==> config.mk <==
export PLATFORM = sky130hd
export DESIGN_NAME = cpu_axi_master
export DESIGN_NICKNAME = d
export VERILOG_FILES = /design/src/rtl/axi_master_pkg.sv /design/src/rtl/cpu_axi_master.sv
export SDC_FILE = /design/constraint.sdc
export NUM_CORES = 1
export LEC_CHECK = 0
export ABC_AREA = 1
export BUFFER_PORTS_ARGS = -buffer_cell sky130_fd_sc_hd__buf_2
export CAP_MARGIN = 10
export CORE_AREA = 2 2 114 116
export CTS_CLUSTER_DIAMETER = 80
export DETAILED_ROUTE_END_ITERATION = 7
export DIE_AREA = 0 0 116 118
export PLACE_DENSITY_LB_ADDON = 0.2
export SETUP_SLACK_MARGIN = 0.15
export SLEW_MARGIN = 20
export SYNTH_ARGS = -nofsm -noshare
export SYNTH_HDL_FRONTEND = slang
export SYNTH_SLANG_ARGS = --single-unit
==> constraint.sdc <==
create_clock -name ACLK -period 1.2 [get_ports ACLK]
set_input_delay 0 -clock ACLK [delete_from_list [all_inputs] [get_ports ACLK]]
set_output_delay 0 -clock ACLK [all_outputs]
set_load 0.005 [all_outputs]
==> src/rtl/axi_master_pkg.sv <==
// Shared types and constants for the CPU-side AXI master bridge.
// Bus widths and response codes mirror the values used by the interconnect's AXI_define.svh.
package axi_master_pkg;

    localparam int AXI_ID_BITS    = 4;
    localparam int AXI_ADDR_BITS  = 32;
    localparam int AXI_LEN_BITS   = 4;
    localparam int AXI_SIZE_BITS  = 3;
    localparam int AXI_BURST_BITS = 2;
    localparam int AXI_DATA_BITS  = 32;
    localparam int AXI_STRB_BITS  = AXI_DATA_BITS / 8;
    localparam int AXI_RESP_BITS  = 2;

    localparam logic [AXI_RESP_BITS-1:0]  RESP_OKAY   = 2'b00;
    localparam logic [AXI_RESP_BITS-1:0]  RESP_EXOKAY = 2'b01;
    localparam logic [AXI_RESP_BITS-1:0]  RESP_SLVERR = 2'b10;
    localparam logic [AXI_RESP_BITS-1:0]  RESP_DECERR = 2'b11;

    localparam logic [AXI_SIZE_BITS-1:0]  SIZE_WORD  = 3'b010;
    localparam logic [AXI_BURST_BITS-1:0] BURST_INCR = 2'b01;

    typedef enum logic [2:0] {
        IDLE  = 3'd0,
        RADDR = 3'd1,
        RDATA = 3'd2,
        WADDR = 3'd3,
        WDATA = 3'd4,
        WRESP = 3'd5
    } state_t;

endpackage

==> src/rtl/cpu_axi_master.sv <==
// Bridges a single-outstanding CPU/cache memory port onto AXI: INCR read bursts
// and single-beat writes, with read-beat and completion pulses back to the core.
module cpu_axi_master
    import axi_master_pkg::*;
#(
    parameter logic [AXI_ID_BITS-1:0] MASTER_ID = 4'd0
) (
    input  logic                      ACLK,
    input  logic                      ARESETn,

    input  logic                      core_req,
    input  logic                      core_write,
    input  logic [AXI_ADDR_BITS-1:0]  core_addr,
    input  logic [AXI_LEN_BITS-1:0]   core_len,
    input  logic [AXI_DATA_BITS-1:0]  core_wdata,
    input  logic [AXI_STRB_BITS-1:0]  core_wstrb,
    output logic [AXI_DATA_BITS-1:0]  core_rdata,
    output logic                      core_rvalid,
    output logic                      core_done,
    output logic                      core_err,
    output logic                      core_busy,

    output logic [AXI_ID_BITS-1:0]    M_AWID,
    output logic [AXI_ADDR_BITS-1:0]  M_AWAddr,
    output logic [AXI_LEN_BITS-1:0]   M_AWLen,
    output logic [AXI_SIZE_BITS-1:0]  M_AWSize,
    output logic [AXI_BURST_BITS-1:0] M_AWBurst,
    output logic                      M_AWValid,
    input  logic                      M_AWReady,

    output logic [AXI_DATA_BITS-1:0]  M_WData,
    output logic [AXI_STRB_BITS-1:0]  M_WStrb,
    output logic                      M_WLast,
    output logic                      M_WValid,
    input  logic                      M_WReady,

    input  logic [AXI_ID_BITS-1:0]    M_BID,
    input  logic [AXI_RESP_BITS-1:0]  M_BResp,
    input  logic                      M_BValid,
    output logic                      M_BReady,

    output logic [AXI_ID_BITS-1:0]    M_ARID,
    output logic [AXI_ADDR_BITS-1:0]  M_ARAddr,
    output logic [AXI_LEN_BITS-1:0]   M_ARLen,
    output logic [AXI_SIZE_BITS-1:0]  M_ARSize,
    output logic [AXI_BURST_BITS-1:0] M_ARBurst,
    output logic                      M_ARValid,
    input  logic                      M_ARReady,

    input  logic [AXI_ID_BITS-1:0]    M_RID,
    input  logic [AXI_DATA_BITS-1:0]  M_RData,
    input  logic [AXI_RESP_BITS-1:0]  M_RResp,
    input  logic                      M_RLast,
    input  logic                      M_RValid,
    output logic                      M_RReady
);

    state_t                     state, state_next;
    logic [AXI_ADDR_BITS-1:0]   reg_addr;
    logic [AXI_LEN_BITS-1:0]    reg_len;
    logic [AXI_DATA_BITS-1:0]   reg_wdata;
    logic [AXI_STRB_BITS-1:0]   reg_wstrb;
    logic [AXI_LEN_BITS-1:0]    beat_cnt;
    logic                       sticky_err;

    logic r_beat, r_fin, w_fin, r_resp_err;

    // Only one transaction is ever in flight, so response IDs carry no information.
    logic unused_ids;
    assign unused_ids = ^{M_RID, M_BID};

    assign r_beat     = (state == RDATA) && M_RValid;
    assign r_fin      = r_beat && M_RLast;
    assign w_fin      = (state == WRESP) && M_BValid;
    assign r_resp_err = (M_RResp != RESP_OKAY);

    always_ff @(posedge ACLK) begin
        if (!ARESETn) begin
            state <= IDLE;
        end else begin
            state <= state_next;
        end
    end

    always_comb begin
        state_next = state;
        case (state)
            IDLE:    if (core_req)   state_next = core_write ? WADDR : RADDR;
            RADDR:   if (M_ARReady)  state_next = RDATA;
            RDATA:   if (r_fin)      state_next = IDLE;
            WADDR:   if (M_AWReady)  state_next = WDATA;
            WDATA:   if (M_WReady)   state_next = WRESP;
            WRESP:   if (M_BValid)   state_next = IDLE;
            default:                 state_next = IDLE;
        endcase
    end

    // A beat arriving after the counted final beat without RLast marks overrun,
    // so a wrapped counter landing back on reg_len still reports an error.
    always_ff @(posedge ACLK) begin
        if (!ARESETn) begin
            reg_addr   <= '0;
            reg_len    <= '0;
            reg_wdata  <= '0;
            reg_wstrb  <= '0;
            beat_cnt   <= '0;
            sticky_err <= 1'b0;
        end else begin
            if (state == IDLE && core_req) begin
                reg_addr  <= core_addr;
                reg_len   <= core_len;
                reg_wdata <= core_wdata;
                reg_wstrb <= core_wstrb;
            end
            if (r_beat) begin
                if (M_RLast) begin
                    beat_cnt   <= '0;
                    sticky_err <= 1'b0;
                end else begin
                    beat_cnt   <= beat_cnt + 1'b1;
                    sticky_err <= sticky_err | r_resp_err | (beat_cnt == reg_len);
                end
            end
        end
    end

    assign M_ARValid = (state == RADDR);
    assign M_RReady  = (state == RDATA);
    assign M_AWValid = (state == WADDR);
    assign M_WValid  = (state == WDATA);
    assign M_BReady  = (state == WRESP);
    assign core_busy = (state != IDLE);

    assign M_ARID    = MASTER_ID;
    assign M_ARAddr  = reg_addr;
    assign M_ARLen   = reg_len;
    assign M_ARSize  = SIZE_WORD;
    assign M_ARBurst = BURST_INCR;

    assign M_AWID    = MASTER_ID;
    assign M_AWAddr  = reg_addr;
    assign M_AWLen   = '0;
    assign M_AWSize  = SIZE_WORD;
    assign M_AWBurst = BURST_INCR;

    assign M_WData   = reg_wdata;
    assign M_WStrb   = reg_wstrb;
    assign M_WLast   = 1'b1;

    // Core-facing pulses are suppressed while reset is held so an aborted burst never completes.
    assign core_rdata  = M_RData;
    assign core_rvalid = ARESETn && r_beat;
    assign core_done   = ARESETn && (r_fin || w_fin);
    assign core_err    = ARESETn && ((r_fin && (sticky_err || r_resp_err || (beat_cnt != reg_len)))
                                  || (w_fin && (M_BResp != RESP_OKAY)));

endmodule
## After elaboration in Yosys (flattened, before gate mapping)

Index checks and enable logic that the tools add are counted.

- Flip-flop bits (word level): 80
- Bits in latches: 0
- RAM bits: 0
- Bits in read-only memories: 0
- Input bits: 126
- Output and inout port bits: 168
- Word-level logic and storage cells: 51
- Memories: 0

- Add/sub/neg operators: 1
- Multiply operators: 0
- Divide/modulo/power cells: 0
- Order comparisons: 0
- Equality and inequality tests: 13
- Shifts and indexed selects: 0
- Multiplexer cells: 10
- Bitwise logic cells: 2
- Reductions and logical operators: 18

Operators by type and width:

| operator | number |
|---|---|
| two-way mux 3 bit | 6 |
| one-hot mux 3 bit (6 select lines) | 1 |
| logical AND 1 bit | 9 |
| != test 2 x 1 -> 1 bit (second input constant) | 4 |
| equality test 3 x 2 -> 1 bit (second input constant) | 2 |
| equality test 3 bit (second input constant) | 2 |
| AND reduction 6 bit | 1 |
| adder 4 x 1 -> 4 bit (second input constant) | 1 |
| equality test 4 bit | 1 |
| logical OR 1 bit | 4 |
| two-way mux 4 bit | 1 |
| != test 2 bit (second input constant) | 2 |
| != test 4 bit | 1 |
| nonzero test 2 bit | 2 |
| equality test 3 x 1 -> 1 bit (second input constant) | 1 |
| logical NOT 3 bit | 1 |
| nonzero test 3 bit | 1 |
| two-way mux 2 bit | 1 |
| bitwise OR 1 bit | 2 |
| two-way mux 1 bit | 1 |

## Depth between registers and ports, before layout

Gate-level depths: netlist (run 1).

- Word-level depth: 6
- Depth in mapped cells: 10
- Depth with buffers taken out: 9

## Least setup slack after synthesis (run 1)

OpenSTA, ideal clock, no wires.

- Path kind: flip-flop to flip-flop
- Start: register state[2]
- End: register beat_cnt[3]
- Setup time: 117 ps
- Data arrival time: 1,055 ps
- Required time: 1,083 ps
- Path slack: 29 ps
- Stages on the path, launching flop included: 8
- Path buffers: 1
- Period minus slack after synthesis: 1,171 ps
- Path through: dfxtp_1 > buf_4 > nor2_2 > nand3_2 > nor2_2 > nand4_1 > nand3b_1 > nor2_1

- Cells in the longest elaborated chain, start to end: 2

Ends and longest elaborated chain:

| what | line | RTL |
|---|---|---|
| start, declared | cpu_axi_master.sv:58 | `state_t state, state_next;` |
| start signal, assigned | cpu_axi_master.sv:81 | `state <= state_next;` |
| equality test 3 x 2 -> 1 bit | cpu_axi_master.sv:72 | `assign r_beat = (state == RDATA) && M_RValid;` |
| logical AND 1 bit | cpu_axi_master.sv:72 |  |
| end signal, assigned | cpu_axi_master.sv:120 | `beat_cnt <= beat_cnt + 1'b1;` |
| end, declared | cpu_axi_master.sv:63 | `logic [AXI_LEN_BITS-1:0] beat_cnt;` |

No other way between the ends.
A chain may end at the register's enable or synchronous reset.

## Final worst setup path (run 1)

- Start: register state[2]
- End: output port core_err

- Cells in the longest elaborated chain, start to end: 6
- Elaborated cells on any way between the ends: 9
- Classes of those cells: eq/ne: 2; reduce/logical: 7

Ends and longest elaborated chain:

| what | line | RTL |
|---|---|---|
| equality test 3 x 2 -> 1 bit | cpu_axi_master.sv:72 |  |
| logical AND 1 bit | cpu_axi_master.sv:72 |  |
| logical AND 1 bit | cpu_axi_master.sv:73 | `assign r_fin = r_beat && M_RLast;` |
| logical AND 1 bit | cpu_axi_master.sv:154 | `assign core_err = ARESETn && ((r_fin && (sticky_err \|\| r_resp_err \|\| (beat_cnt != reg_len)))` |
| logical OR 1 bit (*) | cpu_axi_master.sv:155 | `\|\| (w_fin && (M_BResp != RESP_OKAY)));` |
| logical AND 1 bit (*) | cpu_axi_master.sv:154 |  |
| end, declared | cpu_axi_master.sv:20 | `output logic core_err,` |

Mark *: on every way between the ends. The rest lies on a longest branch, timed or not.

==> qor_table.md, run 1 <==
| Item | Value | Unit |
|---|---|---|
| Result of the run | finished, violations left | - |
| Failing checks | negative setup slack | - |
| Worst endpoint required time | 1.20 | ns |
| Final critical path time including I/O delays and setup | 1.432 | ns |
| Dominant cell type by area after synthesis | dfxtp_1 | - |
| Antenna violations before repair | 0 | - |
| Upper clock frequency limit | 698.3 | MHz |
| Total GRT Usage | 17.94 | % |
| Internal power component | 0.008932 | W |
| Comb power frac | 52.1 | % |
| Worst ir drop on vdd | 0.0008973 | V |
| Synth Area in Compound Gates | 20.41 | % |
| Maximum fanout along the worst path | 3 | - |
| Worst r2r path cells | 7 | - |
| Mean area per synthesized cell | 7.744 | sq um |
| Drt first-iter violations | 118 | - |
| Setup TNS after final layout | -13.39 | ns |
| Final Hold Vio Count | 0 | - |
| Yosys warns | 0 | - |
| H-tree depth | 3 | - |
| Worst Path Arrival | 1.43 | ns |
| Fraction of synthesized area in multiplexers | 0 | % |
| Gr ovfl total | 0 | - |
| Final period utilization | 119.3 | % |
| Cell count after placement | 795 | - |
| Drt total wl | 13110 | um |
| Global placement routability congestion | 0.7916 | - |
| Clock root cell | clkbuf_16 | - |
| Most frequent standard cell in the layout excluding fill and tap cells | buf_2 | - |
| Die Span X | 116 | um |
| Average wire per cell in the routed design | 14.25 | um |
| Commonest cells after routing, fill and taps aside | buf_2 (196), inv_1 (82), dfxtp_1 (74), dlygate4sd3_1 (72), o21ai_2 (50) | - |
| Worst setup SP type | flip-flop | - |
| Worst setup path endpoint | core_err | - |
| Setup repair after global routing missed its margin | yes | - |
| Buffer levels on the longest clock path | 2 | - |
| Summed instance area of the synthesized netlist | 0.003880 | sq mm |
| Total Nets Final | 873 | - |
| Non-filler instance count after layout | 920 | - |
| Origin of the critical flop-to-flop path | state[0] | - |
| Worst hold path type | input pin to output pin | - |
| Clock transition at the registers of the reported paths | 0.06 | ns |
| Die footprint | 0.01369 | sq mm |
| Ranking of synthesized cells by area | dfxtp_1 (41%), buf_4 (17%), a21oi_1 (10%) | - |
| Crit Reg-Reg Endpoint | M_WData[6] | - |
| Switching share of power | 35.64 | % |
| Critical Path Source | state[2] | - |
| Final worst setup slack | -0.2320 | ns |
| Psw | 0.004947 | W |
| Clock tree from TritonCTS | yes | - |
| Final count of pins violating max slew | 0 | - |
| First-pass iteration count of the detailed router | 4 | - |
| Type of the worst setup path | flip-flop to output pin | - |
| Pleak | 3.225 | nW |
| Reported max-cap violation count | 0 | - |
| Number of distinct library cells after synthesis | 27 | - |
| Hpwl dp | 6753 | um |
| Relative area change from synthesis to final layout | 76.14 | % |
| Clock sinks | 80 | - |
| Row Count | 41 | - |
| Worst Skew | 0.003793 | ns |
| Via density | 4.313 | - |
| Vias | 3968 | - |
| Power density over the cells | 2031 | mW/mm^2 |
| I/O pin count | 294 | - |
| Number of diodes | 0 | - |
| Initial standard-cell utilization of the core | 31.25 | % |
| Largest family of logic cells by synthesized area | buffers and inverters | - |
| First-pass GRT wire length | 19280 | um |
| Number of buffer cells added on primary ports | 198 | - |
| Number of failing setup endpoints in the final timing report | 86 | - |
| Basic-gate share of the synthesized area counting and, or, nand and nor cells | 7.675 | % |
| Remaining antenna violation count | 0 | - |
| Floorplan die height | 118 | um |
| Pin count of the biggest net entering global routing | 44 | - |
| Worst setup EP type | output pin | - |
| Core Region | 0.01241 | sq mm |
| Register bit total from synthesis | 80 | - |
| Adder-cell area share of the yosys netlist | 0.3225 | % |
| Via count of the first global-routing pass | 3966 | - |
| CTS buffer count | 9 | - |
| Portion of total power attributed to the clock network | 18.0 | % |
| Final Util | 55.05 | % |
| Top cell type's share of synthesized area | 41.28 | % |
| Number of fillers in the final layout | 1127 | - |
| Hold slack final | 0.000001995 | ns |
| Post-synthesis xor/xnor area fraction | 0.6772 | % |
| Clock latency on the worst-skew pair | 0.33 | ns |
| Minimum setup slack among reg-to-reg paths | -0.22 | ns |
| Part of the total power dissipated in sequential elements | 29.8 | % |
| DRC viols | 0 | - |
| Number of cells produced by synthesis | 501 | - |
| Sequential fraction of the synthesis area | 41.28 | % |
| Fraction of final layout cells sized beyond drive strength 1 | 53.34 | % |
==> state kept, by name, summed over array words and instances, names as in the netlist <==
register and cells:
M_ARAddr 32, beat_cnt 4, M_WData 32, sticky_err 1, state 3, M_ARLen 4
M_WStrb 4
==> power groups by stage <==
stage | combinational, W | clock [W] | sequential (W)
after floorplan | 0.00277 | 0 | 0.00418
after global placement | 0.00387 | 0 | 0.00414
after detailed placement | 0.00389 | 0 | 0.00417
after CTS | 0.00633 | 0.00260 | 0.00413
after global routing | 0.00785 | 0.00270 | 0.00427
final | 0.00724 | 0.00250 | 0.00414
==> cells by family (layout without fill, tap and decap cells) <==
family / after synthesis / in the layout
xor gates and xnor gates: 3 / 3
other: 2 / 23
DFF: 80 / 80
AOI/OAI and AO/OA: 156 / 156
adders and majority gates: 1 / 1
and+or+nand+nor: 60 / 60
buffers and inverters: 199 / 425
==> per-layer routing <==
layer	vias to the layer above	global-route usage, %	wire [um]
li1	1963	-	-
met1	1805	20.51	5431
met2	157	30.81	6449
met3	43	4.634	802
met4	0	8.333	428
met5	-	0	0
==> cell usage after synthesis (all sizes together) <==
cell / number
nand4: 2
inv: 86
a211oi: 1
xor2: 2
nor2: 21
clkbuf: 15
dfxtp: 80
buf: 98
o21ai: 75
xnor2: 1
ha: 1
a21oi: 78
conb: 2
a31oi: 1
nor3: 3
nand3: 5
o21a: 1
nand2: 26
nand3b: 3
==> critical path: stages (launching register included) <==
cell and delay [ns]:
dfxtp_2 0.34, buf_6 0.12, nor2_4 0.12, nand3_4 0.08, nor2_4 0.12, nand2_1 0.05
a21oi_1 0.13, buf_2 0.13
==> final cells by class <==
cell class | count | area [sq um] | share of cell area, %
flip-flops and latches | 80 | 1614 | 23.62
repair buffers | 326 | 2649 | 38.76
well taps | 172 | 215.2 | 3.149
multi-input cells | 243 | 1769 | 25.89
clock inverters | 1 | 5.005 | 0.07323
clock buffers | 12 | 256.5 | 3.753
inverters | 86 | 325.3 | 4.760
==> worst min-delay path by stage <==
stage / startpoint / cells past startpoint / endpoint
3_5_place_dp: M_RData[13] / 0 / core_rdata[13]
5_1_grt: M_RData[8] / 0 / core_rdata[8]
3_3_place_gp: M_RData[13] / 0 / core_rdata[13]
6_report: M_RData[8] / 0 / core_rdata[8]
2_1_floorplan: M_RData[0] / 1 / core_rdata[0]
4_1_cts: M_RData[13] / 0 / core_rdata[13]
==> metrics by stage <==
step	total power, W	setup slack, ns	instance area, sq um
after detailed placement	0.008065	-0.1495	4574
after CTS	0.01306	-0.2617	6412
after floorplan	0.006949	0.07270	4044
after global routing	0.01482	-0.2791	6834
after global placement	0.008004	-0.1097	4574
final	0.01388	-0.2320	6834
==> timing repair <==
| action | CTS | global route |
|---|---|---|
| hold endpoints to repair | 72 | 0 |
| resized for setup | 151 | 72 |
| setup buffers | 20 | 3 |
| hold buffers | 72 | 0 |
| pin swaps | 11 | 30 |
| cloned | 12 | 5 |
| endpoints found under the setup margin | 89 | 89 |
No activity file was read; power rests on OpenSTA's default activity.
==> inputs of run 2 (changes only) <==
Clock period 1.2 ns to 1.55 ns, I/O delays scaled along.
==> qor_table.md, run 2 (synthesis results as in run 1) <==
| Item | Value | Unit |
|---|---|---|
| Antenna violations before repair | 0 | - |
| Number of buffer cells added on primary ports | 198 | - |
| Clock root cell | clkbuf_16 | - |
| Clock tree from TritonCTS | yes | - |
| Worst ir drop on vdd | 0.0006883 | V |
| Total Nets Final | 839 | - |
| Final period utilization | 89.82 | % |
| Die Span X | 116 | um |
| Worst Skew | 0.005914 | ns |
| Number of fillers in the final layout | 1198 | - |
| Final critical path time including I/O delays and setup | 1.392 | ns |
| Drt first-iter violations | 158 | - |
| Vias | 3810 | - |
| I/O pin count | 294 | - |
| Cell count after placement | 782 | - |
| Final count of pins violating max slew | 0 | - |
| Endpoint of the worst hold-timing path | core_rdata[22] | - |
| Fraction of final layout cells sized beyond drive strength 1 | 38.49 | % |
| Remaining antenna violation count | 0 | - |
| Upper clock frequency limit | 718.3 | MHz |
| Worst r2r path cells | 7 | - |
| Non-filler instance count after layout | 889 | - |
| Setup repair after global routing missed its margin | yes | - |
| Setup slack at placement | 0.1631 | ns |
| Pin count of the biggest net entering global routing | 79 | - |
| Min-Delay Startpoint | M_RData[22] | - |
| Worst hold path type | input pin to output pin | - |
| Clock transition at the registers of the reported paths | 0.06 | ns |
| Number of failing setup endpoints in the final timing report | 0 | - |
| Clock latency on the worst-skew pair | 0.34 | ns |
| Drt total wl | 11470 | um |
| Commonest cells after routing, fill and taps aside | buf_2 (198), inv_1 (85), dfxtp_1 (74), dlygate4sd3_1 (73), a21oi_1 (72) | - |
| Setup TNS after final layout | 0 | ns |
| Number of diodes | 0 | - |
| Minimum setup slack among reg-to-reg paths | 0.16 | ns |
| CTS buffer count | 9 | - |
| Crit Reg-Reg Endpoint | M_WData[31] | - |
| Result of the run | complete, no violations | - |
| Relative area change from synthesis to final layout | 51.24 | % |
| Pleak | 2.857 | nW |
| Initial standard-cell utilization of the core | 31.25 | % |
| Clock sinks | 80 | - |
| DRC viols | 0 | - |
| Buffer levels on the longest clock path | 2 | - |
| First-pass GRT wire length | 15120 | um |
| Worst Path Arrival | 1.61 | ns |
| Hpwl dp | 6481 | um |
| Power density over the cells | 1580 | mW/mm^2 |
| Die footprint | 0.01369 | sq mm |
| Via count of the first global-routing pass | 3274 | - |
| Via density | 4.286 | - |
| Worst endpoint required time | 1.77 | ns |
| Global placement routability congestion | 0.7647 | - |
| Total GRT Usage | 13.92 | % |
| Maximum fanout along the worst path | 18 | - |
| H-tree depth | 3 | - |
| Most frequent standard cell in the layout excluding fill and tap cells | buf_2 | - |
| Average wire per cell in the routed design | 12.91 | um |
| Final Hold Vio Count | 0 | - |
| Gr ovfl total | 0 | - |
| Reported max-cap violation count | 0 | - |
| Worst setup EP type | flip-flop | - |
| Row Count | 41 | - |
| Core Region | 0.01241 | sq mm |
| Worst setup SP type | flip-flop | - |
| Floorplan die height | 118 | um |
| Final worst setup slack | 0.1579 | ns |
| First-pass iteration count of the detailed router | 4 | - |
| Type of the worst setup path | flip-flop to flip-flop | - |
| Origin of the critical flop-to-flop path | state[0] | - |
| Hold Crit Depth | 0 | - |
-- run 2: cell count changes in the layout (fill, tap and decap cells not counted), moves of 11 or more --
cell	delta
o21ai_1	+46
o21ai_4	-11
o21ai_2	-36
buf_6	-11
buf_16	-11
a21oi_1	+31
a21oi_2	-31
-- run 2: worst max-delay path by stage --
stage / startpoint / end / slack (ns)
6_report: state[0] / M_WData[31] / 0.16
5_1_grt: state[1] / M_WData[31] / 0.08
4_1_cts: state[0] / M_ARLen[3] / 0.14
3_5_place_dp: state[1] / beat_cnt[3] / 0.16
3_3_place_gp: state[1] / core_err / 0.18
2_1_floorplan: state[2] / beat_cnt[3] / 0.38
-- run 2: timing repair --
action	CTS	global route
gates cloned	0	9
pin swaps	2	4
resized for setup	14	102
hold buffers	72	1
endpoints found under the setup margin	4	76
buffers inserted	6	3
endpoints found under the hold margin	73	1
-- run 2: area by class of cell --
type / instances / area, sq um / share of cell area, %
clock buffers: 12 / 246.5 / 4.200
multi-input cells: 243 / 1341 / 22.86
inverters: 86 / 322.8 / 5.501
well taps: 172 / 215.2 / 3.667
clock inverters: 4 / 76.32 / 1.301
flip-flops and latches: 80 / 1619 / 27.59
repair buffers: 292 / 2047 / 34.88
-- run 2: power breakdown --
| group | leakage [nW] | total, W | switching [W] | internal (W) |
|---|---|---|---|---|
| clock | 0.153 | 0.00231 | 0.000848 | 0.00146 |
| sequential | 0.663 | 0.00320 | 0.000439 | 0.00276 |
| combinational | 2.04 | 0.00376 | 0.00192 | 0.00184 |
| total | 2.86 | 0.00927 | 0.00321 | 0.00607 |
-- run 2: metrics by stage --
| stage | power [W] | instance area [sq um] | hold slack (ns) | utilization, % |
|---|---|---|---|---|
| after detailed placement | 0.005984 | 4405 | 0.00003458 | 35.49 |
| after floorplan | 0.005237 | 3959 | 0.08082 | - |
| after global routing | 0.009956 | 5868 | 0.000007962 | 47.27 |
| final | 0.009273 | 5868 | 0.000001978 | 47.27 |
| after global placement | 0.005941 | 4405 | 0.00003458 | 35.49 |
| after CTS | 0.008625 | 5534 | 0.00003458 | 44.58 |
-- run 2: critical path, stage by stage, from the launching register on --
cell     delay (ns)
dfxtp_4        0.37
buf_4          0.16
nor2_8         0.11
nand3_4        0.08
buf_12         0.16
buf_16         0.16
o21ai_1        0.15
a21oi_1        0.06
-- run 2: routing by layer --
metal  vias to the layer above  share of wire, %  routed length, um  global-route usage, %
li1                       1889                 -                  -                      -
met1                      1729                42               4853                  15.50
met2                       158                49               5579                  23.68
met3                        34               7.1                810                  3.605
met4                         0               2.0                230                  7.887
met5                         -                 0                  0                      0
